$ cat src/rtl/led_status_arbiter.sv
// Purpose: shares one board LED between NUM_REQ status sources, showing requester i as
//          i+1 ON/OFF pulses followed by a GAP; idle shows an optional heartbeat.
// Latency: outputs update on the edge after REQ is seen in IDLE; no back-pressure, REQ is a
//          level that stays asserted until served, and a started sequence always completes.
//
// Ports:
//   CLK      single clock, all logic on the rising edge
//   RESET    synchronous active-high reset
//   REQ      level requests, bit 0 has highest priority
//   GRANT    registered one-hot index of the code being shown, 0 when idle
//   BUSY     registered, high whenever a sequence is in progress
//   LED_OUT  registered LED drive, 1 = lit
module led_status_arbiter #(
  parameter int CLOCK_FREQ_MHZ = 250,
  parameter int TICK_CYCLES    = CLOCK_FREQ_MHZ * 1000,
  parameter int NUM_REQ        = 4,
  parameter int ON_MS          = 200,
  parameter int OFF_MS         = 200,
  parameter int GAP_MS         = 1000,
  parameter int HB_MS          = 500
) (
  input  logic               CLK,
  input  logic               RESET,
  input  logic [NUM_REQ-1:0] REQ,
  output logic [NUM_REQ-1:0] GRANT,
  output logic               BUSY,
  output logic               LED_OUT
);

  // Millisecond counter is sized for the longest phase of any kind.
  localparam int MS_MAX_A = (ON_MS > OFF_MS) ? ON_MS : OFF_MS;
  localparam int MS_MAX_B = (GAP_MS > HB_MS) ? GAP_MS : HB_MS;
  localparam int MS_MAX   = (MS_MAX_A > MS_MAX_B) ? MS_MAX_A : MS_MAX_B;
  localparam int MS_W     = $clog2(MS_MAX + 1);
  localparam int PS_W     = (TICK_CYCLES > 1) ? $clog2(TICK_CYCLES) : 1;
  localparam int CODE_W   = $clog2(NUM_REQ + 1);

  localparam logic [PS_W-1:0] PS_LAST  = PS_W'(TICK_CYCLES - 1);
  localparam logic [MS_W-1:0] ON_LAST  = MS_W'(ON_MS - 1);
  localparam logic [MS_W-1:0] OFF_LAST = MS_W'(OFF_MS - 1);
  localparam logic [MS_W-1:0] GAP_LAST = MS_W'(GAP_MS - 1);
  localparam logic [MS_W-1:0] HB_LAST  = MS_W'((HB_MS > 0) ? HB_MS - 1 : 0);
  localparam bit              HB_EN    = (HB_MS > 0);

  typedef enum logic [1:0] {
    ST_IDLE = 2'd0,
    ST_ON   = 2'd1,
    ST_OFF  = 2'd2,
    ST_GAP  = 2'd3
  } state_t;

  state_t              state, state_nxt;
  logic [NUM_REQ-1:0]  grant_nxt;
  logic [CODE_W-1:0]   code, code_nxt;
  logic [CODE_W-1:0]   pulse_cnt, pulse_nxt;
  logic [PS_W-1:0]     prescaler, ps_nxt;
  logic [MS_W-1:0]     ms_cnt, ms_nxt;
  logic                hb, hb_nxt;
  logic                led_nxt;
  logic                tick;

  assign tick = (prescaler == PS_LAST);

  always_comb begin
    state_nxt = state;
    grant_nxt = GRANT;
    code_nxt  = code;
    pulse_nxt = pulse_cnt;
    hb_nxt    = hb;
    ps_nxt    = tick ? '0 : prescaler + PS_W'(1);
    ms_nxt    = tick ? ms_cnt + MS_W'(1) : ms_cnt;
    led_nxt   = 1'b0;

    case (state)
      ST_IDLE: begin
        if (|REQ) begin
          state_nxt = ST_ON;
          pulse_nxt = '0;
          // Scan high to low so the lowest set index is the one that sticks.
          for (int i = NUM_REQ - 1; i >= 0; i--) begin
            if (REQ[i]) begin
              grant_nxt    = '0;
              grant_nxt[i] = 1'b1;
              code_nxt     = CODE_W'(i + 1);
            end
          end
        end else if (tick && (!HB_EN || ms_cnt == HB_LAST)) begin
          // Heartbeat half-period elapsed; with the heartbeat disabled the
          // ms counter is simply held at zero and hb never changes.
          ms_nxt = '0;
          hb_nxt = hb ^ HB_EN;
        end
      end
      ST_ON: begin
        if (tick && ms_cnt == ON_LAST) begin
          state_nxt = ST_OFF;
          pulse_nxt = pulse_cnt + CODE_W'(1);
        end
      end
      ST_OFF: begin
        if (tick && ms_cnt == OFF_LAST) begin
          state_nxt = (pulse_cnt == code) ? ST_GAP : ST_ON;
        end
      end
      ST_GAP: begin
        if (tick && ms_cnt == GAP_LAST) begin
          state_nxt = ST_IDLE;
          grant_nxt = '0;
          hb_nxt    = 1'b0;
        end
      end
      default: state_nxt = ST_IDLE;
    endcase

    // Every phase starts on a clean timebase so durations are exact tick multiples.
    if (state_nxt != state) begin
      ps_nxt = '0;
      ms_nxt = '0;
    end

    case (state_nxt)
      ST_ON:   led_nxt = 1'b1;
      ST_IDLE: led_nxt = hb_nxt;
      default: led_nxt = 1'b0;
    endcase
  end

  always_ff @(posedge CLK) begin
    if (RESET) begin
      state     <= ST_IDLE;
      GRANT     <= '0;
      BUSY      <= 1'b0;
      LED_OUT   <= 1'b0;
      code      <= '0;
      pulse_cnt <= '0;
      prescaler <= '0;
      ms_cnt    <= '0;
      hb        <= 1'b0;
    end else begin
      state     <= state_nxt;
      GRANT     <= grant_nxt;
      BUSY      <= (state_nxt != ST_IDLE);
      LED_OUT   <= led_nxt;
      code      <= code_nxt;
      pulse_cnt <= pulse_nxt;
      prescaler <= ps_nxt;
      ms_cnt    <= ms_nxt;
      hb        <= hb_nxt;
    end
  end

endmodule

$ cat config.mk
export PLATFORM = sky130hd
export DESIGN_NAME = led_status_arbiter
export DESIGN_NICKNAME = d
export VERILOG_FILES = /design/src/rtl/led_status_arbiter.sv
export SDC_FILE = /design/constraint.sdc
export NUM_CORES = 1
export LEC_CHECK = 0
export CAP_MARGIN = 20
export CORE_ASPECT_RATIO = 1.75
export CORE_MARGIN = 3
export CORE_UTILIZATION = 59
export DETAILED_ROUTE_END_ITERATION = 8
export PLACE_DENSITY = 0.87
export SYNTH_ARGS = -nofsm -noshare
export SYNTH_HDL_FRONTEND = slang
export SYNTH_SLANG_ARGS = --single-unit
$ cat constraint.sdc
create_clock -name CLK -period 2.2 [get_ports CLK]
set_input_delay 0.22 -clock CLK [delete_from_list [all_inputs] [get_ports CLK]]
set_output_delay 0.22 -clock CLK [all_outputs]
set_load 0.02 [all_outputs]
==> results of run 1 <==
==> how the worst max path moves through the flow <==
stage                              end  slack, ps
after CTS                      LED_OUT         40
after detailed placement  prescaler[4]        -20
after floorplan                LED_OUT        260
after global placement       ms_cnt[6]         80
final                        ms_cnt[0]          2
after global routing         ms_cnt[9]       -190
==> power groups by stage <==
stage               Combinational, mW  Clock [mW]  Sequential [mW]
floorplan                       0.106           0            0.835
global placement                0.172           0            0.829
detailed placement              0.177           0            0.829
CTS                             0.177       0.650            0.811
global route                    0.237       0.674            0.815
finish                          0.222       0.646            0.812
==> final cells by class <==
class / count / area (µm²)
Clock inverter: 2 / 35.03
Fill cell: 237 / 810.8
Timing Repair Buffer: 40 / 327.8
Tap cell: 46 / 57.56
Sequential cell: 43 / 860.8
Multi-Input combinational cell: 211 / 1544
Inverter: 5 / 18.77
Clock buffer: 6 / 82.58
==> cell usage in the layout (no fill, tap or decap), drive strengths merged, types with 6 or more instances in the layout <==
master         count
nor3              23
a21oi             11
and3               7
nand4             15
buf               29
dfxtp             43
clkdlybuf4s50     11
nand3             16
xor2              14
xnor2             15
ha                 7
nor2              36
clkbuf             6
nand2             11
==> worst register-to-register path, stage by stage, from the launching register on <==
cell	delay, ps
dfxtp_1	500
inv_1	160
ha_1	270
o41a_1	180
a21oi_2	220
o41ai_1	160
a31oi_4	260
nand3_4	140
nor3_1	210
==> flip-flops by register name, indices dropped and copies added, names as in the netlist <==
signal	flops
state	2
pulse_cnt	3
prescaler	18
GRANT	4
LED_OUT	1
ms_cnt	10
code	3
hb	1
BUSY	1
==> logic make-up (layout without fill, tap and decap cells) <==
family | Yosys count | after routing
simple gates | 135 | 138
flops | 43 | 43
compound gates | 33 | 33
xor+xnor | 29 | 29
buf+inv | 16 | 53
fa+ha+maj | 7 | 7
mux | 4 | 4
==> repair_timing <==
action / CTS / global route
gates resized for setup: 0 / 21
setup buffers: 0 / 5
endpoints found under the setup margin: 0 / 20
hold buffers: 0 / 0
==> layer usage <==
| layer | global-route usage (%) | vias up |
|---|---|---|
| met5 | 0 | - |
| met4 | 15.12 | 0 |
| met3 | 5.175 | 29 |
| met2 | 46.25 | 78 |
| met1 | 23.94 | 1088 |
| li1 | - | 1048 |
==> impl_summary.log, run 1 <==
INFO  metric clock_latency = a little over 300 ps
INFO  metric leak_pwr = approximately 1.1 nW
INFO  metric synthAdderAreaFrac = ~3.7%
INFO  metric worstSetupPathDepth = 8
INFO  metric grt_max_degree = 20
INFO  metric post_route_cells_drive_above_1_share = 21.50%
INFO  metric synthMostInstantiatedCell = dfxtp_1
INFO  metric critPathBufInv = 1
INFO  metric internal_power = 1.258 mW
INFO  metric max_cap_viol_count = 0
INFO  metric hold_viol = 0
INFO  metric gr-usage-all-layers = 25.00%
INFO  metric critical_path.top_delay_family = compound AO/OA/AOI/OAI gates
INFO  metric complex_gate_fraction_of_the_synthesized_area = roughly a tenth
INFO  metric post_dp_area = 2635 µm²
INFO  metric die_outline_area = about 4800 µm²
INFO  metric floorplan.initialDensity = 62.84%
INFO  metric postSynth.asyncResetShare = 0%
INFO  metric number_of_flops_mapped_to_enable_cells_by_yosys = 0
INFO  metric final_cells = 353
INFO  metric critical_setup_path_kind = reg -> reg
INFO  metric place.detailed.instances = 337
INFO  metric vias_post_dr = approximately 2200
INFO  metric drt-initial-drc-count = 101
INFO  metric synth_area_per_cell = around 9 µm²
INFO  metric crit_path_max_fanout = 6
INFO  metric fin_worst_skew = 16.23 ps
INFO  metric critical_path.reg2reg.startpoint = state[0]
INFO  metric place.detailed.hpwl = approximately 3.9 mm
INFO  metric synth_top_cell_area_share = between 30% and 40%
INFO  metric tritoncts.num_buffers = 5
INFO  metric worst-slew-pin-transition = roughly 650 ps
INFO  metric htreeDepth = 2
INFO  metric clk_root_buffer_cell = clkbuf_8
INFO  metric r2r_end = ms_cnt[0]
INFO  metric wirelength = roughly 6.4 mm
INFO  metric post-layout-total-power = roughly 1.7 mW
INFO  metric die_height = 89.46 µm
INFO  metric detail_route.wl_per_cell = 18.01 µm
INFO  metric core = roughly 3700 µm²
INFO  metric critPathLaunch = state[0]
INFO  metric synth_xor_area_share = 10.82%
INFO  metric power_density = 574.0 nW/µm²
INFO  metric part_of_the_total_power_dissipated_in_the_clock_network = 38.5%
INFO  metric class_of_the_tightest_hold_or_removal_check = reg -> reg
INFO  metric vdd.ir_drop.worst = about 0.56 mV
INFO  metric worst_ep_arrival_time = roughly 2400 ps
INFO  metric antenna_cells_inserted = 0
INFO  metric worst_setup_hold_path_clk_slew = about 90 ps
INFO  metric pwr-share-seq = roughly 48%
INFO  metric timing.critical_path.slowest_cell_delay = 500 ps
INFO  metric hold_slack = between 400 and 500 ps
INFO  metric count_of_unique_library_cells_instantiated_by_yosys = 53
INFO  metric worst_hold_path.endpoint = GRANT[1]
INFO  metric met3_wirelength = approximately 280 µm
INFO  metric cpMaxStageDelayCell = dfxtp_1
INFO  metric muxShareOfSynthArea = around 1.7%
INFO  metric uppermost_layer_routed = met4
INFO  metric timing_max_transition_violations_final = 0
INFO  metric number_of_buffers_added_on_ports = 11
INFO  metric first_global_vias = approximately 2100
INFO  metric switching_portion_of_total_power = between 20% and 30%
INFO  metric route.layer.met1.wl = roughly 2.3 mm
INFO  metric final_cell_utilization_of_the_core = around four fifths
INFO  metric wire_length_of_the_first_global_routing_pass = between 8 and 9 mm
INFO  metric post-route-worst-setup-slack = 2.029 ps
INFO  metric timing.setup.tns = 0 ps
INFO  metric globalplace.congestion = roughly 0.86
INFO  metric hold_start = GRANT[1]
INFO  metric main_combinational_cell_family_by_area_after_synthesis = simple AND/OR/NAND/NOR gates
INFO  metric syn-instance-count = between 200 and 300
INFO  metric yosysSeqAreaShare = between 30% and 40%
INFO  metric setup-violations-final = 0
INFO  metric clock_tree_from_tritoncts = done
INFO  metric reg2reg_depth = 8
INFO  metric mappedNetlistArea = between 2000 and 2500 µm²
INFO  metric design.portCount = 12
INFO  metric p_sw = roughly 0.42 mW
INFO  metric tritoncts_num_sinks = 43
INFO  metric finalCriticalPeriod = ~2200 ps
INFO  metric worst_slack_at_placement = -18.23 ps
INFO  metric clock_tree.buffer_depth = 2
INFO  metric routed_via_density = 6.354
INFO  metric nets_in_the_synthesized_netlist = 280
INFO  metric floorplan.die.width = between 50 and 60 µm
INFO  metric grt.overflow.total = 0
INFO  metric firstDrtPassIters = 5
INFO  metric maxClockFrequency = between 0.4 and 0.5 GHz
INFO  metric antenna_found_initial = 0
INFO  metric synth.cells.most_frequent = 43 x dfxtp_1, 36 x nor2_1, 21 x nor3_1
INFO  metric crit_required = roughly 2400 ps
INFO  metric dominantRegCellSynth = dfxtp_1
INFO  metric startpoint_type = register
INFO  metric regToRegSetupSlack = 2 ps
INFO  metric post_synth_and_or_nand_nor_area_fraction = 33.40%
INFO  metric syn_to_final_growth = 24.61%
INFO  metric min_delay_path_depth = 2
INFO  metric share_comb_of_total_power = between 10% and 20%
INFO  metric maxSlewHeadroom = between 50 and 60%
INFO  metric status = completed
INFO  metric final_cell_area = 2927 µm²
INFO  metric final_nets = approximately 320
INFO  metric remaining_drc_errors = 0
INFO  metric met2_length = around 3.5 mm
INFO  metric crit_path_end_kind = register
INFO  metric yosys_warnings = 0
INFO  metric yosysTopAreaCell = dfxtp_1
INFO  metric rows = 29
INFO  metric ant_nets = 0
INFO  metric min_period_over_period = 99.91%
INFO  metric synth-seq-cells = 43
INFO  metric crit_path_cell_trace = inv_1, ha_1, o41a_1, a21oi_2, o41ai_1, a31oi_4, nand3_4, nor3_1
INFO  metric synth_area_leaders = dfxtp_1 37%, nor2_1 5.8%, xnor2_1 5.6%
(Power assumes the default switching activity.)
==> inputs of run 2 (changes only) <==
--- a/config.mk
+++ b/config.mk
@@ -9,8 +9,11 @@
 export CORE_ASPECT_RATIO = 1.75
 export CORE_MARGIN = 3
 export CORE_UTILIZATION = 59
+export CTS_CLUSTER_DIAMETER = 200
+export CTS_CLUSTER_SIZE = 28
 export DETAILED_ROUTE_END_ITERATION = 8
 export PLACE_DENSITY = 0.87
 export SYNTH_ARGS = -nofsm -noshare
 export SYNTH_HDL_FRONTEND = slang
 export SYNTH_SLANG_ARGS = --single-unit
+export TNS_END_PERCENT = 50
==> impl_summary.log, run 2 (synthesis gave the netlist of run 1 again) <==
INFO  metric status = completed
INFO  metric crit_path_cell_trace = nor4b_4, nand4_1, o21ai_1, a31oi_1, o22ai_1, a211oi_2
INFO  metric wire_length_of_the_first_global_routing_pass = 8.997 mm
INFO  metric drt-initial-drc-count = approximately 110
INFO  metric reg2reg_depth = 6
INFO  metric firstDrtPassIters = 4
INFO  metric rows = 29
INFO  metric crit_path_end_kind = register
INFO  metric min_delay_path_depth = 2
INFO  metric largest-register = prescaler
INFO  metric antenna_found_initial = 0
INFO  metric r2r_end = LED_OUT
INFO  metric floorplan.initialDensity = around 63%
INFO  metric clock_latency = ~300 ps
INFO  metric final.fill_count = ~240
INFO  metric globalplace.congestion = 0.8565
INFO  metric max_cap_viol_count = 0
INFO  metric place.detailed.hpwl = a little under 4 mm
INFO  metric cpMaxStageDelayCell = nor4b_4
INFO  metric fin_worst_skew = 13.97 ps
INFO  metric grt_setup_unrepaired = true
INFO  metric clock_tree.buffer_depth = 2
INFO  metric vdd.ir_drop.worst = about 0.56 mV
INFO  metric critical_path.reg2reg.startpoint = prescaler[6]
INFO  metric min_period_over_period = between 90% and 100%
INFO  metric htreeDepth = 2
INFO  metric finalCriticalPeriod = around 2100 ps
INFO  metric timing.critical_path.slowest_cell_delay = around 420 ps
INFO  metric leak_pwr = 1.061 nW
INFO  metric die_height = 89.46 µm
INFO  metric floorplan.die.width = 53.69 µm
INFO  metric class_of_the_tightest_hold_or_removal_check = reg -> reg
INFO  metric remaining_drc_errors = 0
INFO  metric clk_root_buffer_cell = clkbuf_8
INFO  metric post_dp_area = roughly 2600 µm²
INFO  metric hold_start = GRANT[1]
INFO  metric design.portCount = 12
INFO  metric timing_max_transition_violations_final = 0
INFO  metric hold_viol = 0
INFO  metric place.detailed.instances = approximately 340
INFO  metric largest_reg_flops = 18
INFO  metric detail_route.wl_per_cell = between 15 and 20 µm
INFO  metric maxSlewHeadroom = 61.72%
INFO  metric critical_setup_path_kind = reg -> reg
INFO  metric worst_hold_path.endpoint = GRANT[1]
INFO  metric antenna_cells_inserted = 0
INFO  metric routed_via_density = 6.271
INFO  metric final_cell_area = ~2900 µm²
INFO  metric vias_post_dr = 2201
INFO  metric clock_tree_from_tritoncts = done
INFO  metric most-common-layout-cells = 43 x dfxtp_1, 36 x nor2_1, 27 x buf_4, 19 x nor3_1, 15 x xnor2_1
INFO  metric syn_to_final_growth = 23.97%
INFO  metric final_nets = about 320
INFO  metric ant_nets = 0
INFO  metric hold_slack = 473.5 ps
INFO  metric number_of_buffers_added_on_ports = 11
INFO  metric power_density = ~570 nW/µm²
INFO  metric wirelength = about 6.4 mm
INFO  metric post-layout-total-power = about 1.7 mW
INFO  metric tritoncts_num_sinks = 43
INFO  metric startpoint_type = register
INFO  metric crit_required = about 2400 ps
INFO  metric grt_max_degree = 20
INFO  metric gr-usage-all-layers = between 20% and 30%
INFO  metric final_cells = about 350
INFO  metric die_outline_area = 4803 µm²
INFO  metric maxClockFrequency = 0.4664 GHz
INFO  metric grt.overflow.total = 0
INFO  metric core = approximately 3700 µm²
INFO  metric post_route_cells_drive_above_1_share = a little over a fifth
INFO  metric first_global_vias = between 2000 and 2500
INFO  metric regToRegSetupSlack = 60 ps
INFO  metric setup-violations-final = 0
INFO  metric most_frequent_standard_cell_in_the_layout_excluding_fill_and_tap_cells = dfxtp_1
INFO  metric worst_ep_arrival_time = roughly 2300 ps
INFO  metric worst-slew-pin-transition = between 500 and 600 ps
INFO  metric tritoncts.num_buffers = 5
INFO  metric biggestRegsByFlops = prescaler x18, ms_cnt x10, GRANT x4
INFO  metric worst_setup_hold_path_clk_slew = around 80 ps
INFO  metric crit_path_max_fanout = 6
INFO  metric timing.setup.tns = 0 ps
[run 2: cell types whose count changed in the layout (fill, tap and decap cells not counted), sizes merged]
cell | before | now
buf | 29 | 27
[run 2: area by class of cell]
type,instances,area (µm²),area share (%)
multi-input cells,211,1544,53.03
clock buffers,6,82.58,2.836
clock inverters,2,35.03,1.203
repair buffers,38,312.8,10.74
flip-flops and latches,43,860.8,29.57
well taps,46,57.56,1.977
inverters,5,18.77,0.6446
[run 2: through the flow]
stage,util (%),setup WS (ps)
4_1_cts,73.65,43.60
5_1_grt,77.90,-39.54
3_3_place_gp,70.51,82.37
2_1_floorplan,-,255.0
6_report,77.90,55.86
3_5_place_dp,70.51,-18.23
[run 2: what timing repair did]
| item | in CTS | in global routing |
|---|---|---|
| hold buffers | 0 | 0 |
| endpoints found under the setup margin | 0 | 20 |
| buffers inserted | 0 | 3 |
| gates resized for setup | 0 | 21 |
[run 2: routing by layer]
layer | vias to the layer above | share of wire, % | global-route usage (%)
met4 | 0 | 5.2 | 15.12
met1 | 1067 | 37 | 23.94
met3 | 30 | 3.7 | 5.175
met5 | - | 0 | 0
met2 | 63 | 54 | 46.25
li1 | 1041 | - | -
[run 2: power breakdown]
part           switching, mW  leakage, nW  total, mW  internal [mW]
sequential            0.0152        0.349      0.812          0.797
combinational          0.127        0.651      0.220         0.0934
clock                  0.274       0.0612      0.641          0.367
total                  0.416         1.06       1.67           1.26
[run 2: worst max-delay path by stage]
stage	from	end	slack [ps]	cells past startpoint
floorplan	ms_cnt[0]	LED_OUT	260	8
global placement	REQ[1]	ms_cnt[6]	80	7
detailed placement	REQ[1]	prescaler[4]	-20	5
CTS	ms_cnt[1]	LED_OUT	40	7
global route	prescaler[6]	BUSY	-40	6
finish	prescaler[6]	LED_OUT	60	6
[run 2: critical path: cells and delay by family (launching register included)]
| kind | cells | cell delay [ps] |
|---|---|---|
| AND/OR/NAND/NOR | 2 | 700 |
| AO/OA/AOI/OAI | 4 | 940 |
| flip-flops | 1 | 390 |
==> inputs of run 3 (changes only) <==
--- a/config.mk
+++ b/config.mk
@@ -12,7 +12,9 @@
 export CTS_CLUSTER_DIAMETER = 200
 export CTS_CLUSTER_SIZE = 28
 export DETAILED_ROUTE_END_ITERATION = 8
+export MAX_ROUTING_LAYER = met4
 export PLACE_DENSITY = 0.87
+export RECOVER_POWER = 25
 export SYNTH_ARGS = -nofsm -noshare
 export SYNTH_HDL_FRONTEND = slang
 export SYNTH_SLANG_ARGS = --single-unit
==> impl_summary.log, run 3 (synthesis gave the netlist of run 1 again) <==
INFO  metric grt_setup_unrepaired = true
INFO  metric reg2reg_depth = 6
INFO  metric largest_reg_flops = 18
INFO  metric place.detailed.instances = roughly 340
INFO  metric tritoncts.num_buffers = 5
INFO  metric internal_power = 1.255 mW
INFO  metric wirelength = between 6 and 7 mm
INFO  metric drt-initial-drc-count = 138
INFO  metric critical_path.reg2reg.startpoint = prescaler[6]
INFO  metric clock_latency = around 300 ps
INFO  metric timing.setup.tns = 0 ps
INFO  metric worst-slew-pin-transition = between 500 and 600 ps
INFO  metric final_nets = around 320
INFO  metric place.detailed.hpwl = slightly below 4 mm
INFO  metric critPathLaunch = prescaler[6]
INFO  metric regToRegSetupSlack = roughly 37 ps
INFO  metric crit_path_max_fanout = 6
INFO  metric floorplan.die.width = about 54 µm
INFO  metric htreeDepth = 2
INFO  metric finalCriticalPeriod = 2163 ps
INFO  metric p_sw = ~0.42 mW
INFO  metric pwr-share-seq = about half
INFO  metric first_global_vias = 2086
INFO  metric floorplan.initialDensity = between 60% and 70%
INFO  metric maxClockFrequency = 0.4623 GHz
INFO  metric max_cap_viol_count = 0
INFO  metric routed_via_density = approximately 6.3
INFO  metric remaining_drc_errors = 0
INFO  metric gr-usage-all-layers = approximately 26%
INFO  metric core = roughly 3700 µm²
INFO  metric firstDrtPassIters = 4
INFO  metric fin_worst_skew = 14.70 ps
INFO  metric power_density = between 500 and 600 nW/µm²
INFO  metric syn_to_final_growth = 24.61%
INFO  metric final_cell_utilization_of_the_core = between 70 and 80%
INFO  metric critical_path.endpoint = LED_OUT
INFO  metric design.portCount = 12
INFO  metric clock_tree.buffer_depth = 2
INFO  metric rows = 29
INFO  metric final_cells = 351
INFO  metric antenna_cells_inserted = 0
INFO  metric ant_nets = 0
INFO  metric wire_length_of_the_first_global_routing_pass = between 8 and 9 mm
INFO  metric grt.overflow.total = 0
INFO  metric globalplace.congestion = just under 0.9
INFO  metric biggestRegsByFlops = prescaler x18, ms_cnt x10, GRANT x4
INFO  metric critical_setup_path_kind = reg -> reg
INFO  metric most-common-layout-cells = 43 x dfxtp_1, 36 x nor2_1, 27 x buf_4, 16 x nor3_1, 15 x xnor2_1
INFO  metric largest-register = prescaler
INFO  metric r2r_end = LED_OUT
INFO  metric die_outline_area = 4803 µm²
INFO  metric worst_setup_hold_path_clk_slew = approximately 90 ps
INFO  metric switching_portion_of_total_power = 25.08%
INFO  metric clk_root_buffer_cell = clkbuf_8
INFO  metric leak_pwr = roughly 1.1 nW
INFO  metric final.fill_count = roughly 240
INFO  metric antenna_found_initial = 0
INFO  metric part_of_the_total_power_dissipated_in_the_clock_network = 38.5%
INFO  metric worst_ep_arrival_time = 2340 ps
INFO  metric die_height = about 90 µm
INFO  metric share_comb_of_total_power = a little over an eighth
INFO  metric crit_required = around 2400 ps
INFO  metric timing_max_transition_violations_final = 0
INFO  metric grt_max_degree = 20
INFO  metric status = completed
INFO  metric maxSlewHeadroom = around three fifths
INFO  metric post_route_cells_drive_above_1_share = 21.97%
INFO  metric number_of_buffers_added_on_ports = 11
INFO  metric class_of_the_tightest_hold_or_removal_check = reg -> reg
INFO  metric vias_post_dr = 2221
INFO  metric min_period_over_period = a little over nine tenths
INFO  metric vdd.ir_drop.worst = 0.5585 mV
INFO  metric setup-violations-final = 0
INFO  metric hold_viol = 0
INFO  metric most_frequent_standard_cell_in_the_layout_excluding_fill_and_tap_cells = dfxtp_1
INFO  metric crit_path_end_kind = register
INFO  metric detail_route.wl_per_cell = between 15 and 20 µm
INFO  metric clock_tree_from_tritoncts = done
INFO  metric tritoncts_num_sinks = 43
INFO  metric startpoint_type = register
[run 3: changes by cell type in the layout (fill, tap and decap cells not counted)]
cell / delta
clkdlybuf4s50_1: -6
dlygate4sd3_1: +6
nor3_1: -3
nor3_2: +3
[run 3: power groups by stage]
stage	Clock, mW	Combinational, mW	Sequential, mW
6_report	0.644	0.219	0.812
3_3_place_gp	0	0.172	0.829
3_5_place_dp	0	0.177	0.829
5_1_grt	0.675	0.235	0.814
2_1_floorplan	0	0.106	0.835
4_1_cts	0.650	0.177	0.811
[run 3: cell type report]
type	instances	area (µm²)	area share [%]
sequential	43	860.8	29.41
multi-input combinational	211	1559	53.27
clock buffer	6	82.58	2.822
clock inverter	2	35.03	1.197
tap	46	57.56	1.967
timing repair buffer	38	312.8	10.69
inverter	5	18.77	0.6413
[run 3: how the worst min path moves through the flow]
stage                            start           end  depth (start not counted)
final                         GRANT[2]      GRANT[2]                          2
after global routing      prescaler[0]  prescaler[0]                          1
after CTS                     GRANT[2]      GRANT[2]                          2
after detailed placement  prescaler[0]  prescaler[0]                          1
after global placement    prescaler[0]  prescaler[0]                          1
after floorplan                  RESET       LED_OUT                          1
[run 3: what timing repair did]
action	CTS	global route
resized for setup	0	24
hold buffers	0	0
endpoints found under the setup margin	0	19
buffers inserted	0	3
[run 3: routing by layer]
metal	up-vias	routed length [µm]	GRT usage [%]
li1	1038	-	-
met1	1084	2343	23.63
met2	76	3501	45.92
met5	-	0	-
met3	23	217	5.175
met4	0	262	15.58
[run 3: critical path, stage by stage (launching register included)]
cell	delay (ps)
dfxtp_1	390
nor4b_4	420
nand4_1	300
o21ai_1	340
a31oi_1	140
o22ai_1	340
a211oi_2	120
[run 3: stage by stage]
| stage | setup slack (ps) | hold WS [ps] | cell area (µm²) | power (mW) |
|---|---|---|---|---|
| floorplan | 255.0 | 284.6 | 2349 | 0.9411 |
| detailed placement | -18.23 | 462.2 | 2635 | 1.006 |
| finish | 37.01 | 473.8 | 2927 | 1.676 |
| global route | -33.14 | 495.3 | 2927 | 1.724 |
| CTS | 43.60 | 475.2 | 2753 | 1.638 |
| global placement | 82.37 | 451.0 | 2635 | 1.001 |
